**config.mk**
```make
export PLATFORM = sky130hd
export DESIGN_NAME = fb_write_arbiter
export DESIGN_NICKNAME = d
export VERILOG_FILES = /design/src/rtl/fb_write_arbiter.sv
export SDC_FILE = /design/constraint.sdc
export NUM_CORES = 1
export LEC_CHECK = 0
export BUFFER_PORTS_ARGS = -buffer_cell sky130_fd_sc_hd__buf_2
export CAP_MARGIN = 20
export CORE_ASPECT_RATIO = 1.2
export CORE_MARGIN = 1
export CORE_UTILIZATION = 45
export DETAILED_ROUTE_END_ITERATION = 7
export HOLD_SLACK_MARGIN = 0.1
export PLACE_DENSITY_LB_ADDON = 0.15
export SLEW_MARGIN = 15
export SYNTH_ARGS = -nofsm -noshare
export SYNTH_HDL_FRONTEND = slang
export SYNTH_SLANG_ARGS = --single-unit
export TNS_END_PERCENT = 5
```
**constraint.sdc**
```tcl
create_clock -name CLOCK_50 -period 9.2 [get_ports CLOCK_50]
set_input_delay 0.92 -clock CLOCK_50 [delete_from_list [all_inputs] [get_ports CLOCK_50]]
set_output_delay 0.92 -clock CLOCK_50 [all_outputs]
set_load 0.005 [all_outputs]
```
**src/rtl/fb_write_arbiter.sv**
```systemverilog
`default_nettype none
// ============================================================================
// Module      : fb_write_arbiter
// Description : Buffered N-channel framebuffer write arbiter. Each producer
//               feeds its own small FIFO; a round-robin arbiter pops one
//               pixel per cycle into a registered output stage that clips
//               off-screen pixels, drops colour-keyed pixels and forms the
//               linear framebuffer address.
// Revision    : 1.0 - initial release
// ============================================================================
module fb_write_arbiter #(
  parameter int unsigned       NUM_CH     = 4,
  parameter int unsigned       X_W        = 10,
  parameter int unsigned       Y_W        = 10,
  parameter int unsigned       DATA_W     = 8,
  parameter int unsigned       FIFO_DEPTH = 4,
  parameter int unsigned       FB_WIDTH   = 320,
  parameter int unsigned       FB_HEIGHT  = 240,
  parameter int unsigned       ADDR_W     = 17,
  parameter logic [DATA_W-1:0] KEY_COLOR  = '0
) (
  input  logic                     CLOCK_50,
  input  logic                     reset,
  input  logic [NUM_CH-1:0]        ch_valid,
  output logic [NUM_CH-1:0]        ch_ready,
  input  logic [NUM_CH*X_W-1:0]    ch_x,
  input  logic [NUM_CH*Y_W-1:0]    ch_y,
  input  logic [NUM_CH*DATA_W-1:0] ch_data,
  input  logic [NUM_CH-1:0]        ch_key_en,
  output logic                     wr_en,
  output logic [X_W-1:0]           wr_x,
  output logic [Y_W-1:0]           wr_y,
  output logic [ADDR_W-1:0]        wr_addr,
  output logic [DATA_W-1:0]        wr_data,
  output logic [15:0]              clip_count,
  output logic                     idle
);

  localparam int unsigned c_CH_W  = $clog2(NUM_CH);
  localparam int unsigned c_PTR_W = $clog2(FIFO_DEPTH);
  localparam int unsigned c_CNT_W = c_PTR_W + 1;
  localparam int unsigned c_ENT_W = X_W + Y_W + DATA_W + 1;
  localparam logic [c_CNT_W-1:0] c_FULL = c_CNT_W'(FIFO_DEPTH);
  localparam logic [c_CH_W-1:0]  c_LAST = c_CH_W'(NUM_CH - 1);
  localparam logic [31:0]        c_FB_W = 32'(FB_WIDTH);
  localparam logic [31:0]        c_FB_H = 32'(FB_HEIGHT);

  // Per-channel FIFO state
  logic [c_ENT_W-1:0] mem_q [NUM_CH][FIFO_DEPTH];
  logic [c_ENT_W-1:0] mem_d [NUM_CH][FIFO_DEPTH];
  logic [c_PTR_W-1:0] wptr_q [NUM_CH];
  logic [c_PTR_W-1:0] wptr_d [NUM_CH];
  logic [c_PTR_W-1:0] rptr_q [NUM_CH];
  logic [c_PTR_W-1:0] rptr_d [NUM_CH];
  logic [c_CNT_W-1:0] cnt_q  [NUM_CH];
  logic [c_CNT_W-1:0] cnt_d  [NUM_CH];

  // Arbiter and pipeline state
  logic [c_CH_W-1:0]  rr_q, rr_d;
  logic               pend_q, pend_d;
  logic [c_ENT_W-1:0] pend_ent_q, pend_ent_d;
  logic               wr_en_q, wr_en_d;
  logic [X_W-1:0]     wr_x_q, wr_x_d;
  logic [Y_W-1:0]     wr_y_q, wr_y_d;
  logic [ADDR_W-1:0]  wr_addr_q, wr_addr_d;
  logic [DATA_W-1:0]  wr_data_q, wr_data_d;
  logic [15:0]        clip_q, clip_d;

  logic [c_ENT_W-1:0] w_entry [NUM_CH];
  logic [NUM_CH-1:0]  w_push;
  logic [NUM_CH-1:0]  w_pop;
  logic               w_grant_vld;
  logic [c_CH_W-1:0]  w_grant;
  logic [31:0]        w_idx;
  logic [c_ENT_W-1:0] w_pop_ent;
  logic               w_any;
  logic [X_W-1:0]     w_px;
  logic [Y_W-1:0]     w_py;
  logic [DATA_W-1:0]  w_pd;
  logic               w_pk;
  logic               w_clip;

  // Unpack producer buses; ready depends only on registered occupancy
  for (genvar i = 0; i < NUM_CH; i++) begin : g_ch
    assign w_entry[i] = {ch_x[i*X_W +: X_W], ch_y[i*Y_W +: Y_W],
                         ch_data[i*DATA_W +: DATA_W], ch_key_en[i]};
    assign ch_ready[i] = (cnt_q[i] != c_FULL);
    assign w_push[i]   = ch_valid[i] & ch_ready[i];
    assign w_pop[i]    = w_grant_vld && (w_grant == c_CH_W'(i));
  end

  // Round-robin search for the first non-empty FIFO starting at rr_q
  always_comb begin
    w_grant_vld = 1'b0;
    w_grant     = '0;
    w_idx       = '0;
    rr_d        = rr_q;
    for (int k = 0; k < NUM_CH; k++) begin
      w_idx = 32'(rr_q) + 32'(k);
      if (w_idx >= NUM_CH) w_idx = w_idx - NUM_CH;
      if (!w_grant_vld && (cnt_q[c_CH_W'(w_idx)] != '0)) begin
        w_grant_vld = 1'b1;
        w_grant     = c_CH_W'(w_idx);
      end
    end
    if (w_grant_vld) rr_d = (w_grant == c_LAST) ? '0 : w_grant + c_CH_W'(1);
  end

  assign w_pop_ent = mem_q[w_grant][rptr_q[w_grant]];

  // FIFO next state: write on push, advance read on pop, track occupancy
  always_comb begin
    mem_d  = mem_q;
    wptr_d = wptr_q;
    rptr_d = rptr_q;
    cnt_d  = cnt_q;
    for (int i = 0; i < NUM_CH; i++) begin
      if (w_push[i]) begin
        mem_d[i][wptr_q[i]] = w_entry[i];
        wptr_d[i]           = wptr_q[i] + c_PTR_W'(1);
      end
      if (w_pop[i]) rptr_d[i] = rptr_q[i] + c_PTR_W'(1);
      case ({w_push[i], w_pop[i]})
        2'b10:   cnt_d[i] = cnt_q[i] + c_CNT_W'(1);
        2'b01:   cnt_d[i] = cnt_q[i] - c_CNT_W'(1);
        default: cnt_d[i] = cnt_q[i];
      endcase
    end
  end

  // Popped entry moves into the pending stage; payload held when idle
  always_comb begin
    pend_d     = w_grant_vld;
    pend_ent_d = w_grant_vld ? w_pop_ent : pend_ent_q;
  end

  assign {w_px, w_py, w_pd, w_pk} = pend_ent_q;
  assign w_clip = (32'(w_px) >= c_FB_W) || (32'(w_py) >= c_FB_H);

  // Output stage: clip, colour-key drop, or framebuffer write
  always_comb begin
    wr_en_d   = 1'b0;
    wr_x_d    = wr_x_q;
    wr_y_d    = wr_y_q;
    wr_addr_d = wr_addr_q;
    wr_data_d = wr_data_q;
    clip_d    = clip_q;
    if (pend_q) begin
      if (w_clip) begin
        if (clip_q != 16'hFFFF) clip_d = clip_q + 16'd1;
      end else if (!(w_pk && (w_pd == KEY_COLOR))) begin
        wr_en_d   = 1'b1;
        wr_x_d    = w_px;
        wr_y_d    = w_py;
        wr_data_d = w_pd;
        wr_addr_d = ADDR_W'(32'(w_py) * c_FB_W + 32'(w_px));
      end
    end
  end

  // FIFO storage needs no reset: occupancy governs what is readable
  always_ff @(posedge CLOCK_50) begin
    mem_q <= mem_d;
  end

  // Control and output registers with asynchronous reset
  always_ff @(posedge CLOCK_50 or posedge reset) begin
    if (reset) begin
      for (int i = 0; i < NUM_CH; i++) begin
        wptr_q[i] <= '0;
        rptr_q[i] <= '0;
        cnt_q[i]  <= '0;
      end
      rr_q       <= '0;
      pend_q     <= 1'b0;
      pend_ent_q <= '0;
      wr_en_q    <= 1'b0;
      wr_x_q     <= '0;
      wr_y_q     <= '0;
      wr_addr_q  <= '0;
      wr_data_q  <= '0;
      clip_q     <= '0;
    end else begin
      wptr_q     <= wptr_d;
      rptr_q     <= rptr_d;
      cnt_q      <= cnt_d;
      rr_q       <= rr_d;
      pend_q     <= pend_d;
      pend_ent_q <= pend_ent_d;
      wr_en_q    <= wr_en_d;
      wr_x_q     <= wr_x_d;
      wr_y_q     <= wr_y_d;
      wr_addr_q  <= wr_addr_d;
      wr_data_q  <= wr_data_d;
      clip_q     <= clip_d;
    end
  end

  // Idle when nothing is queued and nothing is waiting in the output stage
  always_comb begin
    w_any = 1'b0;
    for (int i = 0; i < NUM_CH; i++) begin
      if (cnt_q[i] != '0) w_any = 1'b1;
    end
  end

  assign idle       = !w_any && !pend_q;
  assign wr_en      = wr_en_q;
  assign wr_x       = wr_x_q;
  assign wr_y       = wr_y_q;
  assign wr_addr    = wr_addr_q;
  assign wr_data    = wr_data_q;
  assign clip_count = clip_q;

endmodule
`default_nettype wire

```
==> results.md <==
- CTS tree: yes
- Switching share of total power: 41.2%
- Post-synth top flop: edfxtp_1
- Vias per cell: 5.50
- Asr flop ratio synth: 20.0%
- Insertion delay to the later sink of the worst-skew pair: 0.62 ns
- Drt drc: 0
- Crit start category: register
- Post-CTS sizing: 0
- Comb pwr share: 45.7%
- Clk slew on worst S/H paths: 0.06 ns
- Drt total wl: 64000 µm
- Share of the synthesized area in the top cell type: 57.3%
- Crit end category: register
- CTS Sinks: 580
- # IOs: 189
- Setup TNS: 0 ns
- Post-route cell area: 27600 µm²
- Iter 0 DRT Violations: 1236
- Core area: 53000 µm²
- Seq/Total Area, Yosys: 69.3%
- Chip height: 257 µm
- Post-synth EDFFs: 464
- Worst Hold Class: register to register
- Area of the multi-input gates: 6780 µm²
- Grt total ovfl: 0
- GRT Overall Usage: 23.2%
- Port bufs: 188
- Die width: 214 µm
- Status: finished, final reports clean
- Clock share of power: 19.8%
- Synthesis Warnings: 0
- ANT nets after route: 0
- Hold buffers post-CTS: 0
- Nets@finish: 2137
- Fmax: 241 MHz
- H-tree depth: 2
- Row Count: 92
- Leading area contributor after synthesis: edfxtp_1
- LEAKAGE: 10.8 nW
- Netlist cell types: 47
- Via Count: 14941
- Syn Area/Cell: 13.5 µm²
- Cell Area, Synth: 24300 µm²
- Flop pwr share: 34.5%
- Least-Margin Pin Slew: 1.13 ns
- DRT Pass-1 Iters: 5
- Syn nets: 1970
- Initial core utilization: 45.9%
- Post-Synthesis Cells: 1798
- First-pass GRT wire length: 94800 µm
- Dpl hpwl: 37200 µm
- Fin cells: 2719
- Unrepaired setup endpoints after global routing: false
- Total CTS buffers: 57
- Post-place instance area: 25800 µm²
- Area of the die: 54900 µm²
- Final setup violation count: 0
- Initial antenna violation count: 9
- GPL Wtd Cong: 0.781
- Pins over their slew limit: 0
- Post-CTS setup repair buffer count: 0
- Post-Route Skew: 0.0122 ns
- Clk buf depth: 3
- Area Overhead vs Synth: 13.5%
- P_sw: 0.00464 W
- Worst relative slew slack: 24.3%
- P_int: 0.00662 W
- Worst endpoint data arrival time: 4.64 ns
- Largest net degree at the start of global routing: 132
- Final min period: 4.15 ns
- Clk root buf: clkbuf_16
- Top post-synthesis cells by area: edfxtp_1 (57%), dfrtp_1 (12%), nand2_1 (6.0%)
- Layout cells sized above 1: 19.2%
- Final hold vios: 0
- Kind of critical path: register to register
- Fillers: 4564
- Reg area: 16800 µm²
- Drt wl/cell: 23.5 µm
- Worst VDD drop: 452 µV
- Synth Register Bits: 580
- Max cap viols: 0
- Crit share post-route: 45.1%
- Crit path required time: 9.70 ns
- Vias in the first global route: 14948
- Placed insts: 2611
- Pwr Density: 408 nW/µm²
- CP max FO: 131
## final timing paths
check                         start             to  slack [ns]  cells past startpoint
max                        cnt_q[6]  pend_ent_q[0]        5.05                     10
min                         wr_y[5]        wr_y[5]        0.47                      2
max reg2reg                cnt_q[6]  pend_ent_q[0]        5.05                     10
min reg2reg                 wr_y[5]        wr_y[5]        0.47                      2
max in group asynchronous     reset  clip_count[9]        7.42                      3
min in group asynchronous     reset          wr_en        0.49                      2
## registers in the layout, indices dropped and copies added (netlist names)
name        flops
clip_count     16
cnt_q          12
mem_q         464
pend_ent_q     29
pend_q          1
rptr_q          8
rr_q            2
wptr_q          8
wr_addr        11
wr_data         8
wr_en           1
wr_x           10
wr_y           10
## power groups by stage
stage / Clock [W] / Combinational (W) / Sequential [W]
global route: 0.00236 / 0.00565 / 0.00394
global placement: 0 / 0.00504 / 0.00392
CTS: 0.00227 / 0.00519 / 0.00388
floorplan: 0 / 0.00395 / 0.00382
finish: 0.00223 / 0.00515 / 0.00389
detailed placement: 0 / 0.00518 / 0.00393
## synthesized netlist by cell type, drive strengths merged (4+ instances only)
| library cell | count |
|---|---|
| o21ai | 22 |
| nor3 | 42 |
| nand3 | 13 |
| a211oi | 118 |
| a22oi | 29 |
| fa | 6 |
| xnor2 | 31 |
| a31oi | 29 |
| mux2 | 4 |
| and3 | 106 |
| mux2i | 68 |
| buf | 64 |
| nand4 | 4 |
| ha | 44 |
| inv | 37 |
| and2 | 12 |
| nor2 | 43 |
| nand2 | 391 |
| a21oi | 63 |
| xor2 | 22 |
| nor2b | 6 |
| dfrtp | 116 |
| clkbuf | 43 |
| edfxtp | 464 |
## cells in the final DEF, fill, tap and decap left out, types with 4 or more instances in the layout
| cell | count |
|---|---|
| nor3_1 | 29 |
| buf_4 | 27 |
| a21oi_1 | 63 |
| o21ai_0 | 21 |
| xnor2_1 | 31 |
| clkinv_1 | 14 |
| nand2_1 | 390 |
| and3_1 | 90 |
| fa_1 | 6 |
| a211oi_2 | 51 |
| a31oi_1 | 29 |
| xor2_1 | 22 |
| nor2_1 | 43 |
| clkinv_2 | 13 |
| buf_2 | 188 |
| nor2b_1 | 6 |
| a22oi_1 | 29 |
| a211oi_1 | 67 |
| nand4_1 | 4 |
| mux2i_1 | 68 |
| clkbuf_16 | 58 |
| ha_1 | 44 |
| and2_1 | 11 |
| inv_1 | 34 |
| nand3_1 | 13 |
| and3_2 | 16 |
| dfrtp_1 | 116 |
| edfxtp_1 | 464 |
| clkbuf_1 | 13 |
| nor3_2 | 12 |
## routing by layer
| metal | wire (µm) | GRT usage, % |
|---|---|---|
| met1 | 27200 | 30.0 |
| met2 | 32200 | 40.0 |
| met3 | 3000 | 3.32 |
| met4 | 1590 | 7.56 |
| met5 | 72 | 0 |
## critical path: stages (launching register included)
cell and delay (ns):
dfrtp_1 0.42, or3_1 0.42, nor3_2 0.24, nor3_4 0.10, inv_8 0.60, mux2i_1 0.29, mux2_4 0.48, buf_4 0.91
a211oi_1 0.08, a211oi_1 0.31, nor3_2 0.08
## kinds of logic (layout without fill, tap and decap cells)
logic type,count (synthesis),after routing,synth area share [%]
buf+inv,145,359,2.92
xor+xnor,53,53,1.91
compound gates,273,273,8.49
flops,580,580,69.3
fa+ha+maj,50,50,2.76
simple gates,625,625,11.6
other cells,0,2,0
mux,72,72,3.00
## layout make-up
cell class                 instances  share of cell area (%)
sequential                       580                    61.1
multi-input combinational       1073                    24.6
clock buffer                      74                    5.59
timing repair buffer             215                    4.15
tap                              705                    3.20
clock inverter                    32                   0.817
inverter                          38                   0.563
antenna                            2                  0.0182
## metrics by stage
stage          utilization, %  power [W]  hold WS (ns)  worst slack (ns)
2_1_floorplan               -    0.00776         0.439              5.21
5_1_grt                  52.1     0.0119         0.489              4.72
6_report                 52.1     0.0113         0.469              5.05
3_3_place_gp             48.7    0.00896         0.456              5.15
3_5_place_dp             48.7    0.00911         0.461              5.00
4_1_cts                  52.1     0.0113         0.474              4.98
(Power assumes the default switching activity.)
